==> src/rtl/fp_pkg.sv <==
// Shared half-float definitions for the float datapath and the blocks that consume its results.
package fp_pkg;

   localparam int FLOATSIZE     = 16;
   localparam int EXPONENTSIZE  = 5;
   localparam int EXPONENT_BIAS = 15;
   localparam int SIGSIZE       = FLOATSIZE - EXPONENTSIZE - 1;
   localparam int FIXEDSIZE     = 16;
   localparam int FRACBITS      = 8;

   typedef enum logic [1:0] {IDLE, SHIFT, DONE} conv_state_t;

   typedef struct packed {
      logic                    sign;
      logic [EXPONENTSIZE-1:0] exp;
      logic [SIGSIZE-1:0]      sig;
   } fp16_t;

endpackage

==> src/rtl/fp_to_fixed_if.sv <==
// Valid/ready float-in, fixed-out handshake bundle; slave is the converter's view.
interface fp_to_fixed_if
   import fp_pkg::*;
#(
   parameter int FLOATSIZE = fp_pkg::FLOATSIZE,
   parameter int FIXEDSIZE = fp_pkg::FIXEDSIZE
);
   logic                 in_valid;
   logic                 in_ready;
   logic [FLOATSIZE-1:0] in_data;
   logic                 out_valid;
   logic                 out_ready;
   logic [FIXEDSIZE-1:0] out_data;
   logic                 out_overflow;

   modport master (
      output in_valid, in_data, out_ready,
      input  in_ready, out_valid, out_data, out_overflow
   );

   modport slave (
      input  in_valid, in_data, out_ready,
      output in_ready, out_valid, out_data, out_overflow
   );
endinterface

==> src/rtl/fp_unpack.sv <==
// Combinational field split of a float word with zero/denormal and inf/NaN classification.
module fp_unpack
   import fp_pkg::*;
#(
   parameter int FLOATSIZE    = fp_pkg::FLOATSIZE,
   parameter int EXPONENTSIZE = fp_pkg::EXPONENTSIZE
) (
   input  logic [FLOATSIZE-1:0]              fp,
   output logic                              sign,
   output logic [EXPONENTSIZE-1:0]           exp,
   output logic [FLOATSIZE-EXPONENTSIZE-2:0] sig,
   output logic                              is_zero,
   output logic                              is_special
);

   always_comb begin
      sign       = fp[FLOATSIZE-1];
      exp        = fp[FLOATSIZE-2 -: EXPONENTSIZE];
      sig        = fp[FLOATSIZE-EXPONENTSIZE-2:0];
      is_zero    = (exp == '0);
      is_special = (exp == '1);
   end

endmodule

==> src/rtl/fp_to_fixed.sv <==
// Half-float to signed fixed-point converter; iterative one-bit-per-cycle shifter behind valid/ready.
module fp_to_fixed
   import fp_pkg::*;
#(
   parameter int FLOATSIZE     = fp_pkg::FLOATSIZE,
   parameter int EXPONENTSIZE  = fp_pkg::EXPONENTSIZE,
   parameter int EXPONENT_BIAS = fp_pkg::EXPONENT_BIAS,
   parameter int FIXEDSIZE     = fp_pkg::FIXEDSIZE,
   parameter int FRACBITS      = fp_pkg::FRACBITS
) (
   input logic          clk,
   input logic          rst_n,
   fp_to_fixed_if.slave bus
);

   localparam int SIG_W = FLOATSIZE - EXPONENTSIZE - 1;
   localparam int SW    = 16;
   localparam int CW    = $clog2(FIXEDSIZE + 1);

   // s = exp - S_OFS; beyond S_MAX a left shift would push the hidden bit into the sign bit.
   localparam logic signed [SW-1:0] S_OFS = SW'(EXPONENT_BIAS + SIG_W - FRACBITS);
   localparam logic signed [SW-1:0] S_MAX = SW'(FIXEDSIZE - 1 - (SIG_W + 1));
   localparam logic signed [SW-1:0] S_MIN = SW'(-(SIG_W + 1));

   localparam logic [FIXEDSIZE-1:0] POS_MAX = {1'b0, {(FIXEDSIZE-1){1'b1}}};
   localparam logic [FIXEDSIZE-1:0] NEG_MAX = {1'b1, {(FIXEDSIZE-1){1'b0}}};

   logic                    u_sign;
   logic [EXPONENTSIZE-1:0] u_exp;
   logic [SIG_W-1:0]        u_sig;
   logic                    u_zero;
   logic                    u_special;

   fp_unpack #(
      .FLOATSIZE    (FLOATSIZE),
      .EXPONENTSIZE (EXPONENTSIZE)
   ) u_unpack (
      .fp         (bus.in_data),
      .sign       (u_sign),
      .exp        (u_exp),
      .sig        (u_sig),
      .is_zero    (u_zero),
      .is_special (u_special)
   );

   conv_state_t            state;
   logic                   sign_q;
   logic                   left_q;
   logic [FIXEDSIZE-1:0]   mag_q;
   logic [CW-1:0]          cnt_q;

   logic signed [SW-1:0]   s_val;
   logic signed [SW-1:0]   abs_s;
   logic [FIXEDSIZE-1:0]   init_mag;
   logic [FIXEDSIZE-1:0]   mag_next;

   function automatic logic [FIXEDSIZE-1:0] apply_sign(input logic s, input logic [FIXEDSIZE-1:0] m);
      return s ? -m : m;
   endfunction

   always_comb begin
      s_val    = $signed(SW'(u_exp)) - S_OFS;
      abs_s    = s_val[SW-1] ? -s_val : s_val;
      init_mag = FIXEDSIZE'({1'b1, u_sig});
      mag_next = left_q ? (mag_q << 1) : (mag_q >> 1);
   end

   always_ff @(posedge clk or negedge rst_n) begin
      if (!rst_n) begin
         state            <= IDLE;
         sign_q           <= 1'b0;
         left_q           <= 1'b0;
         mag_q            <= '0;
         cnt_q            <= '0;
         bus.in_ready     <= 1'b1;
         bus.out_valid    <= 1'b0;
         bus.out_data     <= '0;
         bus.out_overflow <= 1'b0;
      end else begin
         case (state)
            IDLE: begin
               if (bus.in_valid) begin
                  sign_q           <= u_sign;
                  left_q           <= !s_val[SW-1];
                  mag_q            <= init_mag;
                  cnt_q            <= CW'(abs_s);
                  bus.in_ready     <= 1'b0;
                  bus.out_overflow <= 1'b0;
                  if (u_zero || (!u_special && s_val <= S_MIN)) begin
                     bus.out_data  <= '0;
                     bus.out_valid <= 1'b1;
                     state         <= DONE;
                  end else if (u_special || s_val > S_MAX) begin
                     bus.out_data     <= u_sign ? NEG_MAX : POS_MAX;
                     bus.out_overflow <= 1'b1;
                     bus.out_valid    <= 1'b1;
                     state            <= DONE;
                  end else if (s_val == '0) begin
                     bus.out_data  <= apply_sign(u_sign, init_mag);
                     bus.out_valid <= 1'b1;
                     state         <= DONE;
                  end else begin
                     state <= SHIFT;
                  end
               end
            end
            SHIFT: begin
               mag_q <= mag_next;
               cnt_q <= cnt_q - CW'(1);
               if (cnt_q == CW'(1)) begin
                  bus.out_data  <= apply_sign(sign_q, mag_next);
                  bus.out_valid <= 1'b1;
                  state         <= DONE;
               end
            end
            DONE: begin
               if (bus.out_ready) begin
                  bus.out_valid <= 1'b0;
                  bus.in_ready  <= 1'b1;
                  state         <= IDLE;
               end
            end
            default: state <= IDLE;
         endcase
      end
   end

endmodule

==> src/flat_wrapper.sv <==
// flat-port wrapper written by rule: the top's interface ports become plain ports
module fp_to_fixed_flat import fp_pkg::*;
#(
   parameter int FLOATSIZE     = fp_pkg::FLOATSIZE,
   parameter int EXPONENTSIZE  = fp_pkg::EXPONENTSIZE,
   parameter int EXPONENT_BIAS = fp_pkg::EXPONENT_BIAS,
   parameter int FIXEDSIZE     = fp_pkg::FIXEDSIZE,
   parameter int FRACBITS      = fp_pkg::FRACBITS
)
  (clk, rst_n, bus_in_valid, bus_in_data, bus_out_ready, bus_in_ready, bus_out_valid, bus_out_data, bus_out_overflow);
  fp_to_fixed_if #(.FLOATSIZE(FLOATSIZE), .FIXEDSIZE(FIXEDSIZE)) bus_i ();
  input logic clk;
  input logic rst_n;
  input wire logic [$bits(bus_i.in_valid)-1:0] bus_in_valid;
  input wire logic [$bits(bus_i.in_data)-1:0] bus_in_data;
  input wire logic [$bits(bus_i.out_ready)-1:0] bus_out_ready;
  output wire logic [$bits(bus_i.in_ready)-1:0] bus_in_ready;
  output wire logic [$bits(bus_i.out_valid)-1:0] bus_out_valid;
  output wire logic [$bits(bus_i.out_data)-1:0] bus_out_data;
  output wire logic [$bits(bus_i.out_overflow)-1:0] bus_out_overflow;
  assign bus_i.in_valid = bus_in_valid;
  assign bus_i.in_data = bus_in_data;
  assign bus_i.out_ready = bus_out_ready;
  assign bus_in_ready = bus_i.in_ready;
  assign bus_out_valid = bus_i.out_valid;
  assign bus_out_data = bus_i.out_data;
  assign bus_out_overflow = bus_i.out_overflow;
  fp_to_fixed #(.FLOATSIZE(FLOATSIZE), .EXPONENTSIZE(EXPONENTSIZE), .EXPONENT_BIAS(EXPONENT_BIAS), .FIXEDSIZE(FIXEDSIZE), .FRACBITS(FRACBITS)) u_core (.clk(clk), .rst_n(rst_n), .bus(bus_i));
endmodule
==> config.mk <==
export PLATFORM = sky130hd
export DESIGN_NAME = fp_to_fixed_flat
export DESIGN_NICKNAME = d
export VERILOG_FILES = /design/src/rtl/fp_pkg.sv /design/src/rtl/fp_to_fixed_if.sv /design/src/rtl/fp_unpack.sv /design/src/rtl/fp_to_fixed.sv /design/src/flat_wrapper.sv
export SDC_FILE = /design/constraint.sdc
export NUM_CORES = 1
export LEC_CHECK = 0
export CORE_MARGIN = 5
export CORE_UTILIZATION = 57
export DETAILED_ROUTE_END_ITERATION = 12
export GPL_ROUTABILITY_DRIVEN = 0
export HOLD_SLACK_MARGIN = 0.05
export PLACE_DENSITY = 0.87
export RECOVER_POWER = 25
export SYNTH_ARGS = -nofsm -noshare
export SYNTH_HDL_FRONTEND = slang
export SYNTH_SLANG_ARGS = --single-unit
==> constraint.sdc <==
create_clock -name clk -period 3.35 [get_ports clk]
set_input_delay 0.67 -clock clk [delete_from_list [all_inputs] [get_ports clk]]
set_output_delay 0.67 -clock clk [all_outputs]
set_load 0.02 [all_outputs]
# Yosys cells after proc, flatten, opt, wreduce, memory -nomap -nowiden
# Index checks and enable logic that the tools add are counted.
# totals
reg_bits,44
in_bits,20
output_inout_bits,19
wordCells,75
# classes
n_mux,34
n_addsub,5
eq_ne,8
magnitude_cmp,2
n_reduce_logical,17
# ops
cell,n
$mux 16,10
$pmux 16 s2,2
$logic_not 16->1,1
$neg 11->16,1
$neg 16->16,1
$mux 2,6
$mux 1,10
$mux 5,2
$pmux 5 s2,1
$gt 6x4->1 const B,1
$le 6x5->1 const B,1
$pmux 2 s3,1
$reduce_and 3->1,2
$sub 5x5->6 const B,1
$eq 5x1->1 const B,1
$eq 5x5->1 const B,1
$logic_not 5->1,1
$neg 5->5,1
$reduce_and 5->1,1
$sub 5x1->5 const B,1
$ne 2x2->1 const B,2
$ne 4x1->1 const B,1
$reduce_and 2->1,2
$reduce_and 4->1,1
other kinds (11),14

# Logic depth before layout (Yosys ltp)
# Gate-level depths: netlist (run 1).
# logic_depth
ltp_word,7
mapped_depth,10
depth_no_buf,8

# Hierarchy
# Synthesis (run 1) repeated with hierarchy kept, for this count alone.
# unflattened
hier_cells,435
area_unflattened_um2,3505.9
# by_module_without_submodules
module,area_per_inst_um2,instances,cells_each,seq_area_each_um2
fp_to_fixed,3362.0,1,414,1102.3
fp_unpack,143.9,1,21,0.0

# Worst setup path after synthesis (run 1)
# OpenSTA, ideal clock, no wires.
# synth_timing
path_kind,in2reg
startpoint,input port bus_in_data[10]
endpoint,register u_core.bus.out_data[9]
path_buffers,1
arrival_time_ns,2.475
slack_ns,0.754
required_ns,3.229
setup_time_ns,0.121
path_stages,9
cell_sequence,inv_1 > ha_1 > or4b_1 > a21boi_1 > o32a_4 > a31oi_4 > buf_6 > o21ai_1 > o22a_1
# synth_between
elab_chain_len,7
word_cells_on_any_way,16
classes_between,add/sub (1); order compare (2); eq/ne (2); mux (4); reduce/logical (7)
# synth_rtl
element,line,text
start: declaration,flat_wrapper.sv:15,input wire logic [$bits(bus_i.in_data)-1:0] bus_in_data;
$sub 5x5->6 / $eq 5x5->1 (equally long branches),"fp_to_fixed.sv:62, fp_unpack.sv:21",
$gt 6x4->1 (tied with other cells),fp_to_fixed.sv:93,end else if (u_special || s_val > S_MAX) begin
$logic_or 1x1->1 / $logic_and 1x1->1 (equally long branches),"fp_to_fixed.sv:93, fp_to_fixed.sv:89",
$mux 16 / $logic_or 1x1->1 (equally long branches),"fp_to_fixed.sv:93, fp_to_fixed.sv:89",
$mux 16,fp_to_fixed.sv:89,if (u_zero || (!u_special && s_val <= S_MIN)) begin
$mux 16,fp_to_fixed.sv:82,if (bus.in_valid) begin
$pmux 16 s2,fp_to_fixed.sv:80,case (state)
end signal: assignment,fp_to_fixed.sv:94,bus.out_data <= u_sign ? NEG_MAX : POS_MAX;
end signal: assignment,fp_to_fixed.sv:99,"bus.out_data <= apply_sign(u_sign, init_mag);"
end signal: assignment,fp_to_fixed.sv:111,"bus.out_data <= apply_sign(sign_q, mag_next);"
end: declaration,fp_to_fixed_if.sv:23,"output in_ready, out_valid, out_data, out_overflow"
# Several ways; a longest one is shown, not always the timed one. The select of a mux whose other input is x is not followed.
# A chain may end at the register's enable or synchronous reset.

# Worst setup path after layout (run 1)
# layout_timing
startpoint,input port bus_in_data[10]
endpoint,register u_core.bus.out_data[0]
# The elaborated chain is that of the path after synthesis.

==> impl_metrics.env, run 1 <==
export IMPL_synth_avg_cell_area_um2=8.480
export IMPL_grt_use_total=0.2407
export IMPL_grt_antenna_before_repair=0
export IMPL_violations_in_the_final_reports="capacitance limit, slew limit"
export IMPL_total_clock_sinks=44
export IMPL_postPlaceCellArea_um2=3771
export IMPL_io_buffers=38
export IMPL_outcome="finished with violations"
export IMPL_achievable_frequency_mhz=332.1
export IMPL_worst_skew_pair_late_latency_ps=300
export IMPL_drive_above_1_share=0.06635
export IMPL_clk_transition_reported_paths_ps=80
export IMPL_tns_ps=0
export IMPL_setup_viol=0
export IMPL_layout_worst_path_cycle_share=0.8988
export IMPL_clock_skew_ps=8.151
export IMPL_final_period_minus_worst_setup_slack_ps=3011
export IMPL_fp_dieW_um=86.66
export IMPL_yosys_area_top_type_share=0.3213
export IMPL_multi_input_area_um2=2048
export IMPL_hp_class="reg2reg"
export IMPL_clkPwrFrac=0.099
export IMPL_synth_most_common_cell="sky130_fd_sc_hd__dfrtp_1"
export IMPL_dr_first_iter_drc_count=207
export IMPL_cts_tree="yes"
export IMPL_leakage_power_nw=1.486
export IMPL_pwr_share_seq=0.337
export IMPL_num_rows=28
export IMPL_maxCapViolCount=1
export IMPL_power_report_internal_total_w=0.001801
export IMPL_switchingPower_w=0.001525
export IMPL_io_pins=39
export IMPL_post_synth_instance_area_um2=3349
export IMPL_ys_top_cells_by_count="sky130_fd_sc_hd__dfrtp_1, sky130_fd_sc_hd__nor2_1, sky130_fd_sc_hd__nand2_1, sky130_fd_sc_hd__a21oi_1, sky130_fd_sc_hd__nor3_1"
export IMPL_timing_critical_path_mode_cell="sky130_fd_sc_hd__a21boi_0"
export IMPL_postCtsResizedCells=0
export IMPL_layout_fillers=481
export IMPL_fin_area_um2=3851
export IMPL_global_route_overflow_total=0
export IMPL_worstPathArrival_ps=3260
export IMPL_post_cts_setup_buffers=0
export IMPL_root_buffer="sky130_fd_sc_hd__clkbuf_8"
export IMPL_synth_ff_latch_count=44
export IMPL_final_hold_viol_count=0
export IMPL_post_synth_main_area_contributors="sky130_fd_sc_hd__dfrtp_1, sky130_fd_sc_hd__mux2i_1, sky130_fd_sc_hd__o22a_1, sky130_fd_sc_hd__xnor2_1, sky130_fd_sc_hd__nor2_1"
export IMPL_vdd_drop_max_mv=0.5989
export IMPL_first_global_vias=3066
export IMPL_critical_path_slowest_cell="sky130_fd_sc_hd__o21ai_0"
export IMPL_yosysWarnings=0
export IMPL_switching_share=0.4585
export IMPL_critPathMaxFanout=8
export IMPL_dp_final_hpwl_mm=6.462
export IMPL_route_vias_total=3225
export IMPL_layout_nets=448
export IMPL_synthDominantAreaCellType="sky130_fd_sc_hd__dfrtp_1"
export IMPL_mappedNetlistNets=422
export IMPL_setup_reg_to_reg_worst_slack_ps=770
export IMPL_ant_nets=0
export IMPL_detail_route_drc_violations=0
export IMPL_worstMarginPinSlew_ps=2327
export IMPL_path_class="in2reg"
export IMPL_grt_pass1_wl_mm=14.36
export IMPL_route_detailed_vias_per_inst=6.489
export IMPL_routed_wirelength_mm=8.615
export IMPL_die_area_um2=7509
export IMPL_route_detailed_wl_per_inst_um=17.33
export IMPL_rsz_0062_raised_after_global_routing="false"
export IMPL_critical_path_startpoint_type="primary input"
export IMPL_yosysSeqAreaShare=0.3291
export IMPL_finalMaxSlewViolations=45
export IMPL_share_comb_of_total_power=0.564
export IMPL_synth_edf_count=0
export IMPL_ys_dominant_reg_cell="sky130_fd_sc_hd__dfrtp_1"
export IMPL_final_seq_area_um2=1102
export IMPL_synth_cell_type_count=56
export IMPL_cts_max_path_buffers=2
export IMPL_placeableCoreArea_um2=5816
export IMPL_power_density_over_cell_area_nw_per_um2=863.6
export IMPL_cp_cell_sequence="clkdlybuf4s50_1 > buf_4 > ha_1 > nand2b_1 > a21boi_0 > o21ai_0 > a21boi_0 > o221ai_2 > o21a_1"
export IMPL_cts_max_level=2
export IMPL_effective_utilization_at_floorplan=0.5759
export IMPL_antenna_cells_inserted=0
export IMPL_endpoint_kind="flip-flop"
export IMPL_crit_path_max_incr_delay_ps=690
export IMPL_utilization=0.6622
export IMPL_largest_net_degree_at_the_start_of_global_routing=45
export IMPL_critical_path_required_ps=3600
export IMPL_drt_first_pass_iters=5
export IMPL_relSlewSlack=-0.5516
export IMPL_placed_cells_incl_taps=489
export IMPL_async_reset_ff_frac=1.000
export IMPL_synthesis_instances=395
export IMPL_stdcell_count=497
export IMPL_area_growth_pct=14.98
export IMPL_die_y_um=86.66
export IMPL_hold_buf_cts=0
export IMPL_numCtsBuffers=5
## routing by layer
metal / global-route usage / up-vias / wire length (um)
met4: 0.1147 / 0 / 286
li1: - / 1516 / -
met3: 0.03707 / 31 / 506
met2: 0.4166 / 132 / 4301
met1: 0.2914 / 1546 / 3521
met5: 0 / - / 0
## power groups by stage
stage	combinational, W	clock, W	sequential (W)
6_report	0.00188	0.000331	0.00112
5_1_grt	0.00204	0.000358	0.00116
4_1_cts	0.00188	0.000337	0.00112
3_5_place_dp	0.00187	0	0.00112
3_3_place_gp	0.00182	0	0.00110
2_1_floorplan	0.00134	0	0.00106
## area by class of cell
class,count,share of cell area
Clock buffer,7,0.01982
Clock inverter,1,0.001300
Inverter,13,0.01267
Multi-Input combinational cell,307,0.5318
Sequential cell,44,0.2862
Tap cell,75,0.02437
Timing Repair Buffer,50,0.1238
## state kept, by name (all words and copies together) (netlist names)
signal and cells:
u_core.cnt_q 5, u_core.mag_q 16, u_core.bus.out_valid 1, u_core.sign_q 1
u_core.bus.out_overflow 1, u_core.bus.in_ready 1, u_core.left_q 1, u_core.bus.out_data 16
u_core.state 2
## cells by family (layout without fill, tap and decap cells)
logic type               count (synthesis)  count (layout)  share of synthesized area
AO/OA/AOI/OAI                          140             140                     0.2962
XOR/XNOR                                19              19                    0.04968
adder cells (fa/ha/maj)                  7               7                    0.02615
buffers and inverters                   44              71                    0.05939
flip-flops                              44              44                     0.3291
multiplexers                            19              19                    0.05753
AND/OR/NAND/NOR                        122             122                     0.1819
## path summary, 6_finish.rpt
| kind | start | to | cells after the start |
|---|---|---|---|
| min in group asynchronous | rst_n | u_core.bus.out_data[9] | 1 |
| hold / removal | u_core.bus.out_data[0] | u_core.bus.out_data[0] | 1 |
| setup reg to reg | u_core.left_q | u_core.bus.out_data[14] | 7 |
| hold reg to reg | u_core.bus.out_data[0] | u_core.bus.out_data[0] | 1 |
| setup / recovery | bus_in_data[10] | u_core.bus.out_data[0] | 9 |
| max in group asynchronous | rst_n | u_core.cnt_q[2] | 1 |
## metrics by stage
stage	setup slack (ps)	hold slack (ps)	total power, W
after CTS	465.8	504.9	0.003329
after global routing	290.5	514.8	0.003557
after detailed placement	140.8	486.3	0.002997
after global placement	207.6	476.9	0.002926
after floorplan	753.6	374.4	0.002403
final	338.9	499.8	0.003326
## worst max-delay path, delay by kind of cell
kind | cells | cell delay [ps]
compound gates | 5 | 1550
simple gates | 1 | 150
buf+inv | 2 | 640
fa+ha+maj | 1 | 250
## cells in the final DEF (no fill, tap or decap), types with 5 or more instances in the layout
master                            instances
sky130_fd_sc_hd__buf_4                   11
sky130_fd_sc_hd__a2bb2oi_1                8
sky130_fd_sc_hd__clkbuf_8                 5
sky130_fd_sc_hd__a21oi_1                 24
sky130_fd_sc_hd__nand2b_1                 6
sky130_fd_sc_hd__o21a_1                   5
sky130_fd_sc_hd__o22a_1                  19
sky130_fd_sc_hd__inv_1                   13
sky130_fd_sc_hd__a31oi_1                 18
sky130_fd_sc_hd__clkdlybuf4s50_1         37
sky130_fd_sc_hd__ha_1                     7
sky130_fd_sc_hd__nor3b_1                  6
sky130_fd_sc_hd__o31ai_1                  6
sky130_fd_sc_hd__or4_1                    7
sky130_fd_sc_hd__o21ai_1                 10
sky130_fd_sc_hd__nand2_1                 29
sky130_fd_sc_hd__nor3_1                  22
sky130_fd_sc_hd__xnor2_1                 17
sky130_fd_sc_hd__dfrtp_1                 43
sky130_fd_sc_hd__o21ai_0                 19
sky130_fd_sc_hd__nor2_1                  33
sky130_fd_sc_hd__mux2i_1                 17
No activity file was read; power rests on OpenSTA's default activity.
==> run 2: changes to the inputs <==
--- a/config.mk
+++ b/config.mk
@@ -5,13 +5,14 @@
 export SDC_FILE = /design/constraint.sdc
 export NUM_CORES = 1
 export LEC_CHECK = 0
-export CORE_MARGIN = 5
+export CORE_MARGIN = 3
 export CORE_UTILIZATION = 57
 export DETAILED_ROUTE_END_ITERATION = 12
 export GPL_ROUTABILITY_DRIVEN = 0
 export HOLD_SLACK_MARGIN = 0.05
 export PLACE_DENSITY = 0.87
 export RECOVER_POWER = 25
+export SETUP_SLACK_MARGIN = 0.02
 export SYNTH_ARGS = -nofsm -noshare
 export SYNTH_HDL_FRONTEND = slang
 export SYNTH_SLANG_ARGS = --single-unit
==> run 2 against run 1 <==
Net effect:
- the flow still finishes with violations (capacitance limit, slew limit)
- critical endpoint unchanged
- largest power group unchanged
- core utilization grew 3.1 points
- critical path depth is the same
- non-clock buffer count grew 1
- critical path type unchanged
- via count grew 1.1%
- clock skew is essentially flat
==> impl_metrics.env, run 2 (same netlist as run 1, synthesis figures left out) <==
export IMPL_ant_nets=0
export IMPL_worst_skew_pair_late_latency_ps=310
export IMPL_layout_nets=449
export IMPL_achievable_frequency_mhz=336.5
export IMPL_cts_tree="yes"
export IMPL_leakage_power_nw=1.503
export IMPL_cts_max_path_buffers=2
export IMPL_setup_viol=0
export IMPL_worstMarginPinSlew_ps=2419
export IMPL_grt_antenna_before_repair=0
export IMPL_rsz_0062_raised_after_global_routing="false"
export IMPL_worstPathArrival_ps=3220
export IMPL_most_common_layout_cells="sky130_fd_sc_hd__dfrtp_1, sky130_fd_sc_hd__clkdlybuf4s50_1, sky130_fd_sc_hd__nor2_1"
export IMPL_finalMaxSlewViolations=45
export IMPL_clk_transition_reported_paths_ps=80
export IMPL_num_rows=27
export IMPL_placeableCoreArea_um2=5608
export IMPL_placed_cells_incl_taps=487
export IMPL_layout_cells_most_common="sky130_fd_sc_hd__dfrtp_1"
export IMPL_antenna_cells_inserted=0
export IMPL_routed_wirelength_mm=8.976
export IMPL_detail_route_drc_violations=0
export IMPL_largest_net_degree_at_the_start_of_global_routing=45
export IMPL_final_hold_viol_count=0
export IMPL_endpoint_kind="flip-flop"
export IMPL_effective_utilization_at_floorplan=0.5973
export IMPL_postCtsResizedCells=0
export IMPL_finalHoldWorstSlack_ps=507.4
export IMPL_post_cts_setup_buffers=0
export IMPL_maxCapViolCount=1
export IMPL_hold_buf_cts=0
export IMPL_root_buffer="sky130_fd_sc_hd__clkbuf_8"
export IMPL_violations_in_the_final_reports="capacitance limit, slew limit"
export IMPL_global_route_overflow_total=0
export IMPL_dr_first_iter_drc_count=264
export IMPL_stdcell_count=495
export IMPL_relSlewSlack=-0.6127
export IMPL_first_global_vias=3139
export IMPL_io_buffers=38
export IMPL_drive_above_1_share=0.07329
export IMPL_largest_registers="u_core.bus.out_data (16), u_core.mag_q (16), u_core.cnt_q (5)"
export IMPL_critical_path_required_ps=3600
export IMPL_area_growth_pct=16.10
export IMPL_critPathMaxFanout=8
export IMPL_outcome="finished with violations"
export IMPL_route_detailed_vias_per_inst=6.584
export IMPL_total_clock_sinks=44
export IMPL_critical_path_startpoint_type="primary input"
export IMPL_cts_max_level=2
export IMPL_drt_first_pass_iters=5
export IMPL_clock_skew_ps=7.770
export IMPL_route_detailed_wl_per_inst_um=18.13
export IMPL_grt_pass1_wl_mm=15.25
export IMPL_die_y_um=82.66
export IMPL_vdd_drop_max_mv=0.5918
export IMPL_grt_use_total=0.2919
export IMPL_io_pins=39
export IMPL_dp_final_hpwl_mm=6.570
export IMPL_numCtsBuffers=5
export IMPL_die_area_um2=6832
export IMPL_route_vias_total=3259
export IMPL_path_class="in2reg"
export IMPL_fp_dieW_um=82.66
export IMPL_layout_worst_path_cycle_share=0.8871
export IMPL_hp_class="reg2reg"
export IMPL_power_density_over_cell_area_nw_per_um2=888.7
export IMPL_tns_ps=0
export IMPL_utilization=0.6934
export IMPL_final_period_minus_worst_setup_slack_ps=2972
## run 2: cell types whose count changed in the layout (fill, tap and decap cells not counted), sizes merged
cell / change
inv: +1
clkinvlp: +1
buf: +1
clkbuf: -2
clkinv: -1
bufinv: +1
## run 2: critical path, stage by stage
cell and delay (ps):
sky130_fd_sc_hd__clkdlybuf4s50_1 500, sky130_fd_sc_hd__buf_4 160, sky130_fd_sc_hd__ha_1 240, sky130_fd_sc_hd__nand2b_1 140, sky130_fd_sc_hd__a21boi_0 150, sky130_fd_sc_hd__o21ai_0 690
sky130_fd_sc_hd__a21boi_0 330, sky130_fd_sc_hd__o221ai_2 190, sky130_fd_sc_hd__o21a_1 130
## run 2: cell type report
class | count | area (um2)
Clock buffer | 5 | 68.82
Multi-Input combinational cell | 307 | 2048
Clock inverter | 3 | 46.29
Timing Repair Buffer | 51 | 484.2
Sequential cell | 44 | 1102
Fill cell | 457 | 1719
Inverter | 13 | 48.80
Tap cell | 72 | 90.09
## run 2: power breakdown
group | switching (W) | leakage (nW) | total, W | internal [W]
Sequential | 0.000319 | 0.514 | 0.00109 | 0.000769
Combinational | 0.00105 | 0.935 | 0.00194 | 0.000893
Clock | 0.000205 | 0.0548 | 0.000430 | 0.000225
Total | 0.00157 | 1.50 | 0.00346 | 0.00189
## run 2: path summary, 6_finish.rpt
kind	start	end	slack (ps)	cells past startpoint
worst max-delay path	bus_in_data[10]	u_core.bus.out_data[0]	380	9
worst min-delay path	u_core.bus.out_data[15]	u_core.bus.out_data[15]	510	1
worst max register to register	u_core.state[0]	u_core.cnt_q[4]	920	6
worst min register to register	u_core.bus.out_data[15]	u_core.bus.out_data[15]	510	1
max in group asynchronous	rst_n	u_core.mag_q[12]	890	1
min in group asynchronous	rst_n	u_core.bus.out_data[15]	1090	1
## run 2: layer usage
metal / wire length (um) / GRT usage / vias up
li1: - / - / 1527
met1: 3707 / 0.3639 / 1548
met2: 4518 / 0.5080 / 156
met3: 481 / 0.04121 / 28
met4: 268 / 0.1144 / 0
met5: 0 / 0 / -
## run 2: through the flow
stage	instance area (um2)	total power (W)	setup WS (ps)
floorplan	3349	0.002403	753.6
global placement	3775	0.002932	172.9
detailed placement	3775	0.003009	79.50
CTS	3890	0.003440	403.1
global route	3889	0.003704	142.9
finish	3889	0.003456	378.1
==> run 3: changes to the inputs <==
--- a/config.mk
+++ b/config.mk
@@ -7,10 +7,12 @@
 export LEC_CHECK = 0
 export CORE_MARGIN = 3
 export CORE_UTILIZATION = 57
+export CTS_CLUSTER_SIZE = 25
 export DETAILED_ROUTE_END_ITERATION = 12
 export GPL_ROUTABILITY_DRIVEN = 0
+export GPL_TIMING_DRIVEN = 0
 export HOLD_SLACK_MARGIN = 0.05
-export PLACE_DENSITY = 0.87
+export PLACE_DENSITY = 0.84
 export RECOVER_POWER = 25
 export SETUP_SLACK_MARGIN = 0.02
 export SYNTH_ARGS = -nofsm -noshare
==> run 3 against run 2 <==
Net effect:
- the run now ends clean
- critical path depth grew 1
- combinational power grew 8%
- cell count grew 3.2%
- setup slack lost 140 ps
- routed wire length shrank 1.4%
- sequential share of layout area is essentially flat
- worst hold slack gained 7.1 ps
- first-iteration DRC count grew 1.5%
- via count grew 0.21%
- count of clock-buffer cells in the layout grew 2
- maximum frequency shrank 4.4%
- total power shrank 1.4%
- largest cell class unchanged
- largest power group unchanged
==> impl_metrics.env, run 3 (same netlist as run 1, synthesis figures left out) <==
export IMPL_layout_worst_path_cycle_share=0.9277
export IMPL_maxCapViolCount=0
export IMPL_most_common_layout_cells="sky130_fd_sc_hd__dfrtp_1, sky130_fd_sc_hd__nor2_1, sky130_fd_sc_hd__clkdlybuf4s50_1"
export IMPL_num_rows=27
export IMPL_relSlewSlack=0.09067
export IMPL_routed_wirelength_mm=8.852
export IMPL_first_global_vias=3152
export IMPL_grt_pass1_wl_mm=14.63
export IMPL_finalHoldWorstSlack_ps=514.5
export IMPL_cp_num_cells=10
export IMPL_stdcell_count=511
export IMPL_final_hold_viol_count=0
export IMPL_fp_dieW_um=82.66
export IMPL_hold_buf_cts=0
export IMPL_route_detailed_wl_per_inst_um=17.32
export IMPL_finalMaxSlewViolations=0
export IMPL_ant_nets=0
export IMPL_effective_utilization_at_floorplan=0.5973
export IMPL_route_detailed_vias_per_inst=6.391
export IMPL_cts_max_level=2
export IMPL_io_buffers=35
export IMPL_leakage_power_nw=1.501
export IMPL_timing_critical_path_buf_inv=3
export IMPL_die_area_um2=6832
export IMPL_power_density_over_cell_area_nw_per_um2=877.1
export IMPL_total_clock_sinks=44
export IMPL_cp_top_family="buffers and inverters"
export IMPL_critical_path_required_ps=3540
export IMPL_clk_transition_reported_paths_ps=80
export IMPL_antenna_cells_inserted=0
export IMPL_achievable_frequency_mhz=321.8
export IMPL_placement_setup_worst_slack_ps=-246.5
export IMPL_utilization=0.6925
export IMPL_vdd_drop_max_mv=0.4946
export IMPL_worstPathArrival_ps=3300
export IMPL_grt_use_total=0.2810
export IMPL_global_route_overflow_total=0
export IMPL_layout_nets=465
export IMPL_dr_first_iter_drc_count=268
export IMPL_post_cts_setup_buffers=0
export IMPL_route_vias_total=3266
export IMPL_largest_net_degree_at_the_start_of_global_routing=25
export IMPL_timing_reg2reg_worst_path_depth=10
export IMPL_root_buffer="sky130_fd_sc_hd__clkbuf_8"
export IMPL_dp_final_hpwl_mm=6.884
export IMPL_final_period_minus_worst_setup_slack_ps=3108
export IMPL_grt_antenna_before_repair=0
export IMPL_path_class="in2reg"
export IMPL_area_growth_pct=15.95
export IMPL_setup_viol=0
export IMPL_placeableCoreArea_um2=5608
export IMPL_layout_cells_most_common="sky130_fd_sc_hd__dfrtp_1"
export IMPL_rsz_0062_raised_after_global_routing="false"
export IMPL_hp_class="reg2reg"
export IMPL_drt_first_pass_iters=5
export IMPL_cts_max_path_buffers=2
export IMPL_detail_route_drc_violations=0
export IMPL_numCtsBuffers=5
export IMPL_cp_cell_sequence="clkdlybuf4s50_1 > inv_1 > ha_1 > or4b_1 > a21boi_1 > o32a_4 > nand2_1 > buf_2 > o221ai_2 > o21a_1"
export IMPL_worst_skew_pair_late_latency_ps=300
export IMPL_clock_skew_ps=5.327
export IMPL_min_path_cells=1
export IMPL_critical_path_slowest_cell="sky130_fd_sc_hd__clkdlybuf4s50_1"
export IMPL_critical_path_startpoint_type="primary input"
export IMPL_endpoint_kind="flip-flop"
export IMPL_cts_tree="yes"
export IMPL_placed_cells_incl_taps=503
export IMPL_drive_above_1_share=0.06606
export IMPL_outcome="completed"
export IMPL_finalPower_w=0.003406
export IMPL_largest_registers="u_core.bus.out_data (16), u_core.mag_q (16), u_core.cnt_q (5)"
export IMPL_worstMarginPinSlew_ps=1364
export IMPL_io_pins=39
export IMPL_setup_slack_ps=242.0
export IMPL_critPathMaxFanout=10
export IMPL_crit_path_max_incr_delay_ps=540
export IMPL_die_y_um=82.66
==> run 3: power breakdown <==
part	total (W)	internal, W	switching [W]
sequential	0.000947	0.000771	0.000177
clock	0.000357	0.000168	0.000189
combinational	0.00210	0.000911	0.00119
==> run 3: what timing repair did <==
item,CTS,global route
resized for setup,0,1
setup endpoints to repair,0,13
endpoints found under the hold margin,0,0
==> run 3: path summary, 6_finish.rpt <==
path	slack, ps	endpoint	from
max	240	u_core.bus.out_data[0]	bus_in_data[11]
min	510	u_core.bus.out_data[3]	u_core.bus.out_data[3]
max reg2reg	410	u_core.bus.out_data[12]	u_core.left_q
min reg2reg	510	u_core.bus.out_data[3]	u_core.bus.out_data[3]
max in group asynchronous	990	u_core.bus.out_valid	rst_n
min in group asynchronous	550	u_core.bus.out_data[12]	rst_n
==> run 3: cell type report <==
cell class,count,area [um2]
clock inverters,1,7.507
fillers,460,1724
well taps,72,90.09
inverters,13,48.80
multi-input cells,307,2048
repair buffers,36,350.3
flip-flops and latches,44,1102
plain buffers,31,150.1
clock buffers,7,86.33
==> run 3: metal layers <==
layer  global-route usage  share of wire  vias up
li1                     -              -     1552
met1               0.3449           0.42     1538
met2               0.4872           0.49      138
met3              0.04772          0.053       38
met4               0.1127          0.035        0
met5                    0              0        -
==> run 3: per-stage QoR <==
step	instance area [um2]	setup TNS [ps]
5_1_grt	3884	0
6_report	3884	0
3_3_place_gp	3790	-1931
3_5_place_dp	3805	-2823
4_1_cts	3899	0
2_1_floorplan	3349	0
